**config.mk**
```make
export PLATFORM = sky130hd
export DESIGN_NAME = echo_receive_timer
export DESIGN_NICKNAME = d
export VERILOG_FILES = /design/src/rtl/echo_receive_timer_pkg.sv /design/src/rtl/echo_correlator.sv /design/src/rtl/echo_receive_timer.sv
export SDC_FILE = /design/constraint.sdc
export NUM_CORES = 1
export LEC_CHECK = 0
export ABC_CLOCK_PERIOD_IN_PS = 7100
export CAP_MARGIN = 20
export CORE_MARGIN = 8
export CORE_UTILIZATION = 51
export DETAILED_ROUTE_END_ITERATION = 6
export GPL_TIMING_DRIVEN = 0
export HOLD_SLACK_MARGIN = 0.05
export PLACE_DENSITY = 0.79
export REMOVE_ABC_BUFFERS = 1
export SLEW_MARGIN = 40
export SYNTH_ARGS = -nofsm -noshare
export SYNTH_HDL_FRONTEND = slang
export SYNTH_SLANG_ARGS = --single-unit
export TNS_END_PERCENT = 100
```
**constraint.sdc**
```tcl
create_clock -name clk -period 7.1 [get_ports clk]
set_input_delay 1.065 -clock clk [delete_from_list [all_inputs] [get_ports clk]]
set_output_delay 1.065 -clock clk [all_outputs]
set_load 0.02 [all_outputs]
```
**src/rtl/echo_receive_timer_pkg.sv**
```systemverilog
// Shared types and helpers for the echo receive timer.
//   state_e     : FSM states, encoded as in the transmit counter family
//   score_bits  : width needed to hold a correlator score of 0..n
package echo_receive_timer_pkg;

    typedef enum logic [2:0] {
        ST_IDLE   = 3'd0,
        ST_BLANK  = 3'd1,
        ST_LISTEN = 3'd2,
        ST_DONE   = 3'd3
    } state_e;

    function automatic int unsigned score_bits(input int unsigned n);
        return $clog2(n + 1);
    endfunction

endpackage

```
**src/rtl/echo_correlator.sv**
```systemverilog
// Sliding-window correlator for the received echo bit stream.
//   clk, rst  : clock, asynchronous active-low reset
//   clear     : zero the shift register (takes priority over shift_en)
//   shift_en  : shift din in at the MSB, oldest sample leaves at bit 0
//   din       : synchronized echo sample
//   pattern   : expected pattern, bit 0 received first
//   score     : number of positions where window and pattern agree
module echo_correlator
    import echo_receive_timer_pkg::*;
#(
    parameter int unsigned PULSE_LENGTH = 32,
    localparam int unsigned SCORE_BITS = score_bits(PULSE_LENGTH)
) (
    input  logic                    clk,
    input  logic                    rst,
    input  logic                    clear,
    input  logic                    shift_en,
    input  logic                    din,
    input  logic [PULSE_LENGTH-1:0] pattern,
    output logic [SCORE_BITS-1:0]   score
);

    logic [PULSE_LENGTH-1:0] sr_q, sr_d;
    logic [PULSE_LENGTH-1:0] agree;

    always_comb begin
        sr_d = sr_q;
        if (clear) begin
            sr_d = '0;
        end else if (shift_en) begin
            sr_d = {din, sr_q[PULSE_LENGTH-1:1]};
        end
    end

    always_ff @(posedge clk or negedge rst) begin
        if (!rst) begin
            sr_q <= '0;
        end else begin
            sr_q <= sr_d;
        end
    end

    always_comb begin
        agree = ~(sr_q ^ pattern);
        score = '0;
        for (int unsigned i = 0; i < PULSE_LENGTH; i++) begin
            score = score + SCORE_BITS'(agree[i]);
        end
    end

endmodule

```
**src/rtl/echo_receive_timer.sv**
```systemverilog
// Receive-side time-of-flight timer for the ultrasound link.
// Armed by start_listen, it blanks for blank_count cycles, then correlates the
// synchronized echo against pulse_shape until a match or max_count, and holds
// the result until result_ack.
//   clk, rst         : clock, asynchronous active-low reset
//   start_listen     : arm request (IDLE only)
//   echo_in          : raw asynchronous comparator output
//   pulse_shape      : expected echo pattern, bit 0 first
//   match_threshold  : minimum agreeing bits for detection
//   blank_count      : cycles after arm with matches ignored
//   max_count        : timer value that ends listening
//   result_ack       : consumer accepted the result
//   busy             : blanking or listening
//   result_valid     : result held
//   echo_found, timeout, tof_count, match_score : result fields
module echo_receive_timer
    import echo_receive_timer_pkg::*;
#(
    parameter int unsigned PULSE_LENGTH   = 32,
    parameter int unsigned COUNT_NUM_BITS = 16,
    localparam int unsigned SCORE_BITS = score_bits(PULSE_LENGTH)
) (
    input  logic                      clk,
    input  logic                      rst,
    input  logic                      start_listen,
    input  logic                      echo_in,
    input  logic [PULSE_LENGTH-1:0]   pulse_shape,
    input  logic [SCORE_BITS-1:0]     match_threshold,
    input  logic [COUNT_NUM_BITS-1:0] blank_count,
    input  logic [COUNT_NUM_BITS-1:0] max_count,
    input  logic                      result_ack,
    output logic                      busy,
    output logic                      result_valid,
    output logic                      echo_found,
    output logic                      timeout,
    output logic [COUNT_NUM_BITS-1:0] tof_count,
    output logic [SCORE_BITS-1:0]     match_score
);

    state_e                    state_q, state_d;
    logic [COUNT_NUM_BITS-1:0] timer_q, timer_d;
    logic [PULSE_LENGTH-1:0]   pulse_q, pulse_d;
    logic [SCORE_BITS-1:0]     thr_q, thr_d;
    logic [COUNT_NUM_BITS-1:0] blank_q, blank_d;
    logic [COUNT_NUM_BITS-1:0] max_q, max_d;
    logic                      echo_found_q, echo_found_d;
    logic                      timeout_q, timeout_d;
    logic [COUNT_NUM_BITS-1:0] tof_q, tof_d;
    logic [SCORE_BITS-1:0]     score_q, score_d;
    logic                      echo_meta_q, echo_meta_d;
    logic                      echo_s_q, echo_s_d;

    logic                      corr_clear;
    logic                      corr_shift;
    logic [SCORE_BITS-1:0]     corr_score;
    logic [COUNT_NUM_BITS-1:0] timer_inc;
    logic                      timer_full;

    echo_correlator #(
        .PULSE_LENGTH(PULSE_LENGTH)
    ) u_corr (
        .clk      (clk),
        .rst      (rst),
        .clear    (corr_clear),
        .shift_en (corr_shift),
        .din      (echo_s_q),
        .pattern  (pulse_q),
        .score    (corr_score)
    );

    assign echo_meta_d = echo_in;
    assign echo_s_d    = echo_meta_q;
    assign timer_inc   = timer_q + COUNT_NUM_BITS'(1);
    assign timer_full  = (timer_q == '1);

    always_comb begin
        state_d      = state_q;
        timer_d      = timer_q;
        pulse_d      = pulse_q;
        thr_d        = thr_q;
        blank_d      = blank_q;
        max_d        = max_q;
        echo_found_d = echo_found_q;
        timeout_d    = timeout_q;
        tof_d        = tof_q;
        score_d      = score_q;
        corr_clear   = 1'b0;
        corr_shift   = 1'b0;

        case (state_q)
            ST_IDLE: begin
                if (start_listen) begin
                    pulse_d      = pulse_shape;
                    thr_d        = match_threshold;
                    blank_d      = blank_count;
                    max_d        = max_count;
                    timer_d      = '0;
                    corr_clear   = 1'b1;
                    echo_found_d = 1'b0;
                    timeout_d    = 1'b0;
                    tof_d        = '0;
                    score_d      = '0;
                    state_d      = (blank_count == '0) ? ST_LISTEN : ST_BLANK;
                end
            end
            ST_BLANK: begin
                corr_shift = 1'b1;
                timer_d    = timer_inc;
                if (timer_inc == blank_q) begin
                    state_d = ST_LISTEN;
                end
                // Never let the timer wrap while blanking; hand over to LISTEN,
                // which will report the timeout.
                if (timer_full) begin
                    timer_d = timer_q;
                    state_d = ST_LISTEN;
                end
            end
            ST_LISTEN: begin
                corr_shift = 1'b1;
                if (!timer_full) begin
                    timer_d = timer_inc;
                end
                // Match outranks timeout when both occur in the same cycle.
                if (corr_score >= thr_q) begin
                    echo_found_d = 1'b1;
                    tof_d        = timer_q;
                    score_d      = corr_score;
                    state_d      = ST_DONE;
                end else if (timer_q == max_q) begin
                    timeout_d = 1'b1;
                    tof_d     = max_q;
                    score_d   = corr_score;
                    state_d   = ST_DONE;
                end else if (timer_full) begin
                    // max_q was passed during blanking; saturated timer ends listening.
                    timeout_d = 1'b1;
                    tof_d     = timer_q;
                    score_d   = corr_score;
                    state_d   = ST_DONE;
                end
            end
            ST_DONE: begin
                if (result_ack) begin
                    state_d = ST_IDLE;
                end
            end
            default: begin
                state_d = ST_IDLE;
            end
        endcase
    end

    always_ff @(posedge clk or negedge rst) begin
        if (!rst) begin
            state_q      <= ST_IDLE;
            timer_q      <= '0;
            pulse_q      <= '0;
            thr_q        <= '0;
            blank_q      <= '0;
            max_q        <= '0;
            echo_found_q <= 1'b0;
            timeout_q    <= 1'b0;
            tof_q        <= '0;
            score_q      <= '0;
            echo_meta_q  <= 1'b0;
            echo_s_q     <= 1'b0;
        end else begin
            state_q      <= state_d;
            timer_q      <= timer_d;
            pulse_q      <= pulse_d;
            thr_q        <= thr_d;
            blank_q      <= blank_d;
            max_q        <= max_d;
            echo_found_q <= echo_found_d;
            timeout_q    <= timeout_d;
            tof_q        <= tof_d;
            score_q      <= score_d;
            echo_meta_q  <= echo_meta_d;
            echo_s_q     <= echo_s_d;
        end
    end

    assign busy         = (state_q == ST_BLANK) || (state_q == ST_LISTEN);
    assign result_valid = (state_q == ST_DONE);
    assign echo_found   = echo_found_q;
    assign timeout      = timeout_q;
    assign tof_count    = tof_q;
    assign match_score  = score_q;

endmodule
```
---- Yosys cells after proc, flatten, opt, wreduce, memory -nomap -nowiden ----
Index checks and enable logic that the tools add are counted.
word-level totals
  register bits after elaboration ......... 147
cells by class
  reductions and logical operators ........ 13
  equality and inequality tests ........... 14
  order comparisons ....................... 1
  add/subtract/negate cells ............... 32
  bitwise logic cells ..................... 2
  muxes and demuxes ....................... 33
operators by type and width
  kind                                                              count
  6-bit by 1-bit adder with 6-bit output                            30
  16-bit two-way mux                                                5
  32-bit two-way mux                                                2
  16-bit one-hot mux with 2 select lines                            2
  16-bit == test                                                    2
  32-bit NOT                                                        1
  32-bit XOR                                                        1
  6-bit two-way mux                                                 4
  3-bit two-way mux                                                 7
  16-bit by 1-bit adder with 16-bit output (second input constant)  1
  16-bit == test (second input constant)                            1
  16-bit zero test                                                  1
  3-bit one-hot mux with 4 select lines                             1
  6-bit one-hot mux with 2 select lines                             1
  2-bit != test (second input constant)                             5
  3-bit AND reduction                                               3
  1-bit two-way mux                                                 8
  4-bit AND reduction                                               2
  3-bit by 2-bit == test with 1-bit output (second input constant)  2
  6-bit >= comparator                                               1
  3-bit != test (second input constant)                             2
  2-bit nonzero test                                                3
  4-bit != test (second input constant)                             1
  1-bit one-hot mux with 2 select lines                             2
  7 further kinds                                                   7

---- Depth between registers and ports, before layout ----
Gate-level depths: netlist of run 1.
  word-level depth ........................ 37
  depth in mapped cells ................... 27

---- Hierarchy ----
A second synthesis of run 1 with hierarchy kept.
second synthesis, totals
  cell total of the unflattened synthesis .. 707
  area, all modules ....................... 7848.8 sq um
by module, submodules not included
  module              area an instance (sq um)  cells an instance  seq. area each (sq um)  times used
  echo_receive_timer  5496.5                    502                2852.7                  1
  echo_correlator     2352.3                    205                800.8                   1

---- Worst setup path before layout of run 1 ----
OpenSTA, ideal clock, no wires.
  kind .................................... reg2reg
  from .................................... register u_corr.sr_q[1]
  to ...................................... register state_q[1]
  cell stages (with the launch flop) ...... 26
  path slack .............................. 0.463 ns
  path buffers ............................ 0
  period minus slack after synthesis ...... 6.637 ns
  data arrival time ....................... 6.512 ns
  required time ........................... 6.975 ns
  path through ............................ dfrtp_1 > xnor2_1 > ha_1 > inv_1 > fa_1 > fa_1 > fa_1 > fa_1 > fa_1 > inv_1 > fa_1 > fa_1 > inv_1 > fa_1 > inv_1 > a21o_1 > a21oi_1 > xnor2_1 > ha_1 > a21o_1 > a21oi_1 > o21ai_0 > inv_1 > a221oi_2 > a31oi_1 > mux2_4
between the ends
  cells in the longest elaborated chain, start to end .. 36
  elaborated cells between the ends (all ways) .. 38
ends and longest elaborated chain
  element                                                                                        line                       RTL
  start, declared                                                                                echo_correlator.sv:23      logic [PULSE_LENGTH-1:0] sr_q, sr_d;
  start signal, assigned                                                                         echo_correlator.sv:39      sr_q <= sr_d;
  32-bit XOR (*)                                                                                 echo_correlator.sv:44      agree = ~(sr_q ^ pattern);
  32-bit NOT (*)                                                                                 echo_correlator.sv:44
  1-bit by 1-bit adder with 2-bit output (*)                                                     echo_correlator.sv:47      score = score + SCORE_BITS'(agree[i]);
  6-bit by 1-bit adder with 6-bit output (*) (30 in series)                                      echo_correlator.sv:47
  6-bit >= comparator (*)                                                                        echo_receive_timer.sv:125  if (corr_score >= thr_q) begin
  4-bit != test (no source line) or 3-bit two-way mux (tied branches)                            n/a
  4-bit AND reduction (no source line) or 3-bit one-hot mux with 4 select lines (tied branches)  n/a
  end signal, assigned                                                                           echo_receive_timer.sv:169  state_q <= state_d;
  end, declared                                                                                  echo_receive_timer.sv:40   state_e state_q, state_d;
Every way passes the cells marked *; elsewhere a longest branch is shown, timed or not.
A chain may end at the register's enable or synchronous reset.

---- Worst setup path in the final report of run 1 ----
  from .................................... register u_corr.sr_q[0]
  to ...................................... register state_q[1]
Same word-level chain as after synthesis.

==> metrics.md, run 1 <==
| Metric | Value |
|---|---|
| Global-route wire length before repair | `30100 microns` |
| Slowest-stage cell, CP | `fa_1` |
| Post-synth top area share | `0.465` |
| Top post-synthesis cells by area | `dfrtp_1 46%, nand2_1 13%, fa_1 6.1%` |
| Final hold vios | `0` |
| Multi-input logic area | `0.00389 sq mm` |
| Syn Std Cell Area | `0.00786 sq mm` |
| Seq cells post-synth | `146` |
| Grt ovf | `0` |
| Unrepaired setup endpoints after global routing | `false` |
| Fill cells | `1253` |
| Chip height | `140 microns` |
| WP depth | `25` |
| Post-synth EDFFs | `0` |
| PortBufs | `100` |
| Synth warn | `0` |
| Peak per-stage delay on the critical path | `550 ps` |
| CP delay by family, top | `adder cells` |
| Relative slew slack | `0.462` |
| CTS clk-pin slew, worst paths | `60 ps` |
| Async SR Flop Fraction | `1.00` |
| GP Congestion | `0.901` |
| Fin util | `0.641` |
| TritonCTS clock tree | `done` |
| Layout cells sized above 1 | `0.0628` |
| Total CTS buffers | `17` |
| Cell with the most instances after synthesis | `nand2_1` |
| DP HPWL | `12700 microns` |
| FF+latch area | `0.00365 sq mm` |
| Core Rows | `45` |
| Cell taking the most area after synthesis | `dfrtp_1` |
| Startpoint types | `flip-flop` |
| Status | `finished, final reports clean` |
| Clk buf depth | `2` |
| Worst-Skew Late Latency | `420 ps` |
| Post-DRT Antenna Nets | `0` |
| Endpoints failing setup | `0` |
| Synth Flop Type | `dfrtp_1` |
| Core area | `0.0151 sq mm` |
| Total Wirelength | `18100 microns` |
| Vias in the first global route | `6190` |
| Fmax | `147 MHz` |
| Initial Utilization | `0.519` |
| Critical path buffer and inverter count | `5` |
| Hold Path Depth | `0` |
| HP Class | `reg -> reg` |
| Clk_skew | `9.07 ps` |
| 1st-iter DRT viols | `328` |
| Initial antenna violation count | `0` |
| Pins Over Slew Limit | `0` |
| Post-DR wirelength/cell | `15.8 microns` |
| Diode count | `0` |
| Worst Path Arrival | `7110 ps` |
| Syn Area/Cell | `9.10 sq um` |
| Actual slew at the worst max-slew pin | `804 ps` |
| Die footprint | `0.0196 sq mm` |
| Vias per cell | `5.28` |
| CP Capture Type | `flip-flop` |
| # nets final | `1061` |
| Post-cts hold buffer count | `0` |
| Post-synthesis sequential area ratio | `0.465` |
| Global Route Usage Sum | `0.191` |
| Initial DRT Pass Iterations | `5` |
| Residual DRC | `0` |
| Reg2reg path depth | `25` |
| H-tree depth | `4` |
| Clock Sinks | `146` |
| Synth cell count leaders | `265 x nand2_1, 146 x dfrtp_1, 54 x nor2_1, 50 x inv_1, 40 x xor2_1` |
| Tcrit/Tclk final | `0.960` |
| Num ports | `101` |
| Area Growth Syn to Fin | `23.5%` |
| WP data required | `7400 ps` |
| Mapped Cells | `864` |
| Die W | `140 microns` |
| Crit path top cell by count | `fa_1` |
| Clock Tree Root | `clkbuf_16` |
| Total number of vias | `6039` |
| Crit Path Max Fanout | `5` |
| Pin count of the biggest net entering global routing | `76` |
| CP Class | `reg -> reg` |
| Min Tclk post-route | `6810 ps` |
| Maxcap violations | `0` |
| Unique masters post-synth | `50` |
[flip-flops by register name, summed over array words and instances, names as in the netlist]
register     flops
pulse_q         32
u_corr.sr_q     32
blank_q         16
max_q           16
timer_q         16
tof_count       16
match_score      6
thr_q            6
state_q          2
echo_found       1
echo_meta_q      1
echo_s_q         1
timeout          1
[kinds of logic after synthesis]
kind of cell | share of synthesized area
compound gates | 0.0734
buf+inv | 0.0501
flops | 0.465
mux | 0.0452
simple gates | 0.197
xor+xnor | 0.0780
fa+ha+maj | 0.0914
[per-stage QoR]
step	worst slack, ps	area [sq um]	setup TNS (ps)	cells	hold WS (ps)
6_report	287	9710	0	1144	351
5_1_grt	37.5	9710	0	1144	368
4_1_cts	19.3	9660	0	1141	353
3_5_place_dp	-134	9030	-2260	1109	340
3_3_place_gp	-900	8890	-138850	1104	332
2_1_floorplan	163	7650	0	816	331
[timing repair]
action	in CTS	in global routing
pin swaps	0	7
gates cloned	0	1
setup endpoints to repair	23	24
gates resized for setup	2	9
endpoints found under the hold margin	0	0
buffers inserted	0	2
[final cells by class]
type	count	area share
Clock buffer	20	0.0470
Timing Repair Buffer	107	0.116
Inverter	50	0.0193
Multi-Input combinational cell	621	0.401
Sequential cell	146	0.376
Clock inverter	12	0.0161
Tap cell	188	0.0242
[placed cells by master, fill, tap and decap left out, types with 3 or more instances in the layout]
cell type	instances
inv_1	49
bufinv_16	3
fa_1	22
a21oi_1	14
nand2_1	264
and3_1	5
nand3_1	10
dfrtp_1	146
nor2_1	54
o21ai_1	18
nor2b_1	3
mux2i_1	34
a31oi_1	6
ha_1	17
clkbuf_16	17
a21o_1	4
nand2b_1	4
nor4_1	12
clkdlybuf4s50_1	99
xor2_1	39
xnor2_1	29
clkinvlp_4	4
nand4_1	6
buf_12	4
o21ai_0	36
[metal layers]
metal  GRT usage  share of wire
met1       0.234           0.43
met2       0.320           0.50
met3      0.0469          0.049
met4      0.0691          0.018
met5           0              0
[path summary, 6_finish.rpt]
path | from | endpoint | slack (ps)
max | u_corr.sr_q[0] | state_q[1] | 290
min | echo_meta_q | echo_s_q | 350
max reg2reg | u_corr.sr_q[0] | state_q[1] | 290
min reg2reg | echo_meta_q | echo_s_q | 350
max in group asynchronous | rst | u_corr.sr_q[10] | 5710
min in group asynchronous | rst | tof_count[7] | 610
Power of run 1 is not shown: default switching activity piles up to over one toggle a cycle in this logic, so the estimate is an artifact.
==> inputs of run 2 (changes only) <==
--- a/config.mk
+++ b/config.mk
@@ -13,7 +13,6 @@
 export GPL_TIMING_DRIVEN = 0
 export HOLD_SLACK_MARGIN = 0.05
 export PLACE_DENSITY = 0.79
-export REMOVE_ABC_BUFFERS = 1
 export SLEW_MARGIN = 40
 export SYNTH_ARGS = -nofsm -noshare
 export SYNTH_HDL_FRONTEND = slang
==> run 2 against run 1 <==
  * Register-to-register slack improved by 60 ps
  * Non-clock buffer count increased by 45
  * Critical endpoint unchanged
  * Largest cell class unchanged
  * Hold slack improved by 26 ps
  * Final cell count increased by 3.8%
  * Via count increased by 4.8%
  * Die area unchanged
  * Count of clock-buffer cells in the layout unchanged
==> metrics.md, run 2 (synthesis results as in run 1) <==
| Metric | Value |
|---|---|
| Hold endpoint | `echo_s_q (unchanged)` |
| Final hold vios | `0 (unchanged)` |
| Actual slew at the worst max-slew pin | `774 ps (was 804 ps)` |
| Pre-CTS setup slack | `8.01 ps (was -134 ps)` |
| Global-route wire length before repair | `31700 microns (was 30100 microns)` |
| Clock Sinks | `146 (unchanged)` |
| Post-cts hold buffer count | `0 (unchanged)` |
| Post-DR wirelength/cell | `16.4 microns (was 15.8 microns)` |
| Area Growth Syn to Fin | `24.0% (was 23.5%)` |
| Most frequent cells in the layout | `265 x nand2_1, 146 x dfrtp_1, 99 x clkdlybuf4s50_1 (was 264 x nand2_1, 146 x dfrtp_1, 99 x clkdlybuf4s50_1)` |
| Pins Over Slew Limit | `0 (unchanged)` |
| Reg2reg path depth | `25 (unchanged)` |
| TritonCTS clock tree | `done (unchanged)` |
| Total Wirelength | `19400 microns (was 18100 microns)` |
| Core area | `0.0151 sq mm (unchanged)` |
| # nets final | `1105 (was 1061)` |
| Residual DRC | `0 (unchanged)` |
| Tcrit/Tclk final | `0.952 (was 0.960)` |
| RR Endpoint | `state_q[1] (unchanged)` |
| WP data required | `7410 ps (was 7400 ps)` |
| Clk_skew | `5.53 ps (was 9.07 ps)` |
| Post-DRT Antenna Nets | `0 (unchanged)` |
| GP Congestion | `0.906 (was 0.901)` |
| Total CTS buffers | `17 (unchanged)` |
| DP HPWL | `14300 microns (was 12700 microns)` |
| Status | `finished, final reports clean (unchanged)` |
| PortBufs | `100 (unchanged)` |
| Die footprint | `0.0196 sq mm (unchanged)` |
| Biggest regs | `pulse_q: 32 flops, u_corr.sr_q: 32 flops (unchanged)` |
| Layout cells sized above 1 | `0.0620 (was 0.0628)` |
| CP Class | `reg -> reg (unchanged)` |
| Worst Path Arrival | `7070 ps (was 7110 ps)` |
| Setup TNS | `0 ps (unchanged)` |
| FF+latch area | `0.00365 sq mm (unchanged)` |
| Clock Tree Root | `clkbuf_16 (unchanged)` |
| CTS clk-pin slew, worst paths | `60 ps (about the same)` |
| Maxcap violations | `0 (unchanged)` |
| Worst R2R Start | `pulse_q[0] (was u_corr.sr_q[0])` |
| Startpoint types | `flip-flop (unchanged)` |
| Vias per cell | `5.32 (was 5.28)` |
| CP Capture Type | `flip-flop (unchanged)` |
| Pin count of the biggest net entering global routing | `75 (was 76)` |
| Total number of vias | `6326 (was 6039)` |
| Global Route Usage Sum | `0.203 (was 0.191)` |
| Fin util | `0.644 (was 0.641)` |
| Chip height | `140 microns (unchanged)` |
| Endpoints failing setup | `0 (unchanged)` |
| Relative slew slack | `0.484 (was 0.462)` |
| Reg-to-reg slack, setup | `340 ps (was 290 ps)` |
| Commonest non-fill, non-tap cell in the layout | `nand2_1 (unchanged)` |
| Num ports | `101 (unchanged)` |
| HP Class | `reg -> reg (unchanged)` |
| H-tree depth | `4 (unchanged)` |
| Final worst slack | `344 ps (was 287 ps)` |
| Initial Utilization | `0.519 (unchanged)` |
| Core Rows | `45 (unchanged)` |
| Clk buf depth | `2 (unchanged)` |
| Worst-Skew Late Latency | `430 ps (was 420 ps)` |
| Die W | `140 microns (unchanged)` |
| Unrepaired setup endpoints after global routing | `false (unchanged)` |
| Hold Path Depth | `0 (unchanged)` |
| Grt ovf | `0 (unchanged)` |
| Min Tclk post-route | `6760 ps (was 6810 ps)` |
| Hold path start | `echo_meta_q (unchanged)` |
| Initial DRT Pass Iterations | `5 (unchanged)` |
| 1st-iter DRT viols | `461 (was 328)` |
| Multi-input logic area | `0.00384 sq mm (was 0.00389 sq mm)` |
| Net Count, Synth | `982` |
| Crit Path Max Fanout | `4 (was 5)` |
| Fmax | `148 MHz (was 147 MHz)` |
| Fill cells | `1223 (was 1253)` |
| Vias in the first global route | `6331 (was 6190)` |
| Initial antenna violation count | `0 (unchanged)` |
| Diode count | `0 (unchanged)` |
-- run 2: cell count changes in the layout (fill, tap and decap cells not counted), moves of 2 or more --
cell and change:
buf_1 +7, buf_12 -4, clkbuf_1 +28, ha_1 +2, bufinv_16 -2, buf_2 +9
buf_4 +3
-- run 2: cell type report --
cell class | instances | share of cell area
multi-input cells | 620 | 0.394
clock inverters | 12 | 0.0112
inverters | 50 | 0.0193
repair buffers | 104 | 0.108
plain buffers | 48 | 0.0213
clock buffers | 20 | 0.0468
flip-flops and latches | 146 | 0.375
well taps | 188 | 0.0241
-- run 2: metrics by stage --
step	cell area (sq um)	hold WS [ps]	cells
finish	9750	377	1188
global route	9750	390	1188
floorplan	7860	331	864
detailed placement	9130	362	1153
global placement	9100	358	1152
CTS	9700	377	1185
-- run 2: repair_timing --
item / 4_1_cts / 5_1_grt
endpoints found under the setup margin: 10 / 24
gates resized for setup: 1 / 8
buffers inserted: 0 / 3
pin swaps: 0 / 8
-- run 2: how the worst max path moves through the flow --
| stage | from | endpoint | slack, ps | cells after the start |
|---|---|---|---|---|
| 2_1_floorplan | u_corr.sr_q[1] | state_q[1] | 460 | 25 |
| 3_3_place_gp | rst | match_score[5] | -780 | 1 |
| 3_5_place_dp | pulse_q[0] | tof_count[9] | 8 | 26 |
| 4_1_cts | pulse_q[0] | state_q[1] | 30 | 25 |
| 5_1_grt | u_corr.sr_q[1] | state_q[1] | 20 | 25 |
| 6_report | pulse_q[0] | state_q[1] | 340 | 25 |
-- run 2: per-layer routing --
metal,vias up,routed length [microns],global-route usage
li1,3041,-,-
met1,3031,8830,0.272
met2,214,8870,0.310
met3,40,1310,0.0520
met4,0,434,0.0771
met5,-,0,0
-- run 2: worst max-delay path, cell delays in order, from the launching register on --
cell and delay (ps):
dfrtp_1 400, xnor2_1 140, ha_1 280, inv_1 50, fa_1 560, fa_1 450
fa_1 520, fa_1 440, fa_1 570, inv_1 60, fa_1 490, fa_2 410
inv_1 80, fa_2 200, inv_1 40, a21o_1 180, a21oi_2 160, xnor2_2 160
ha_1 280, a21o_1 150, a21oi_1 130, o21ai_1 110, inv_2 110, a21oi_1 90
a31oi_2 250, mux2_4 320
Power of run 2 is left out for the same reason.
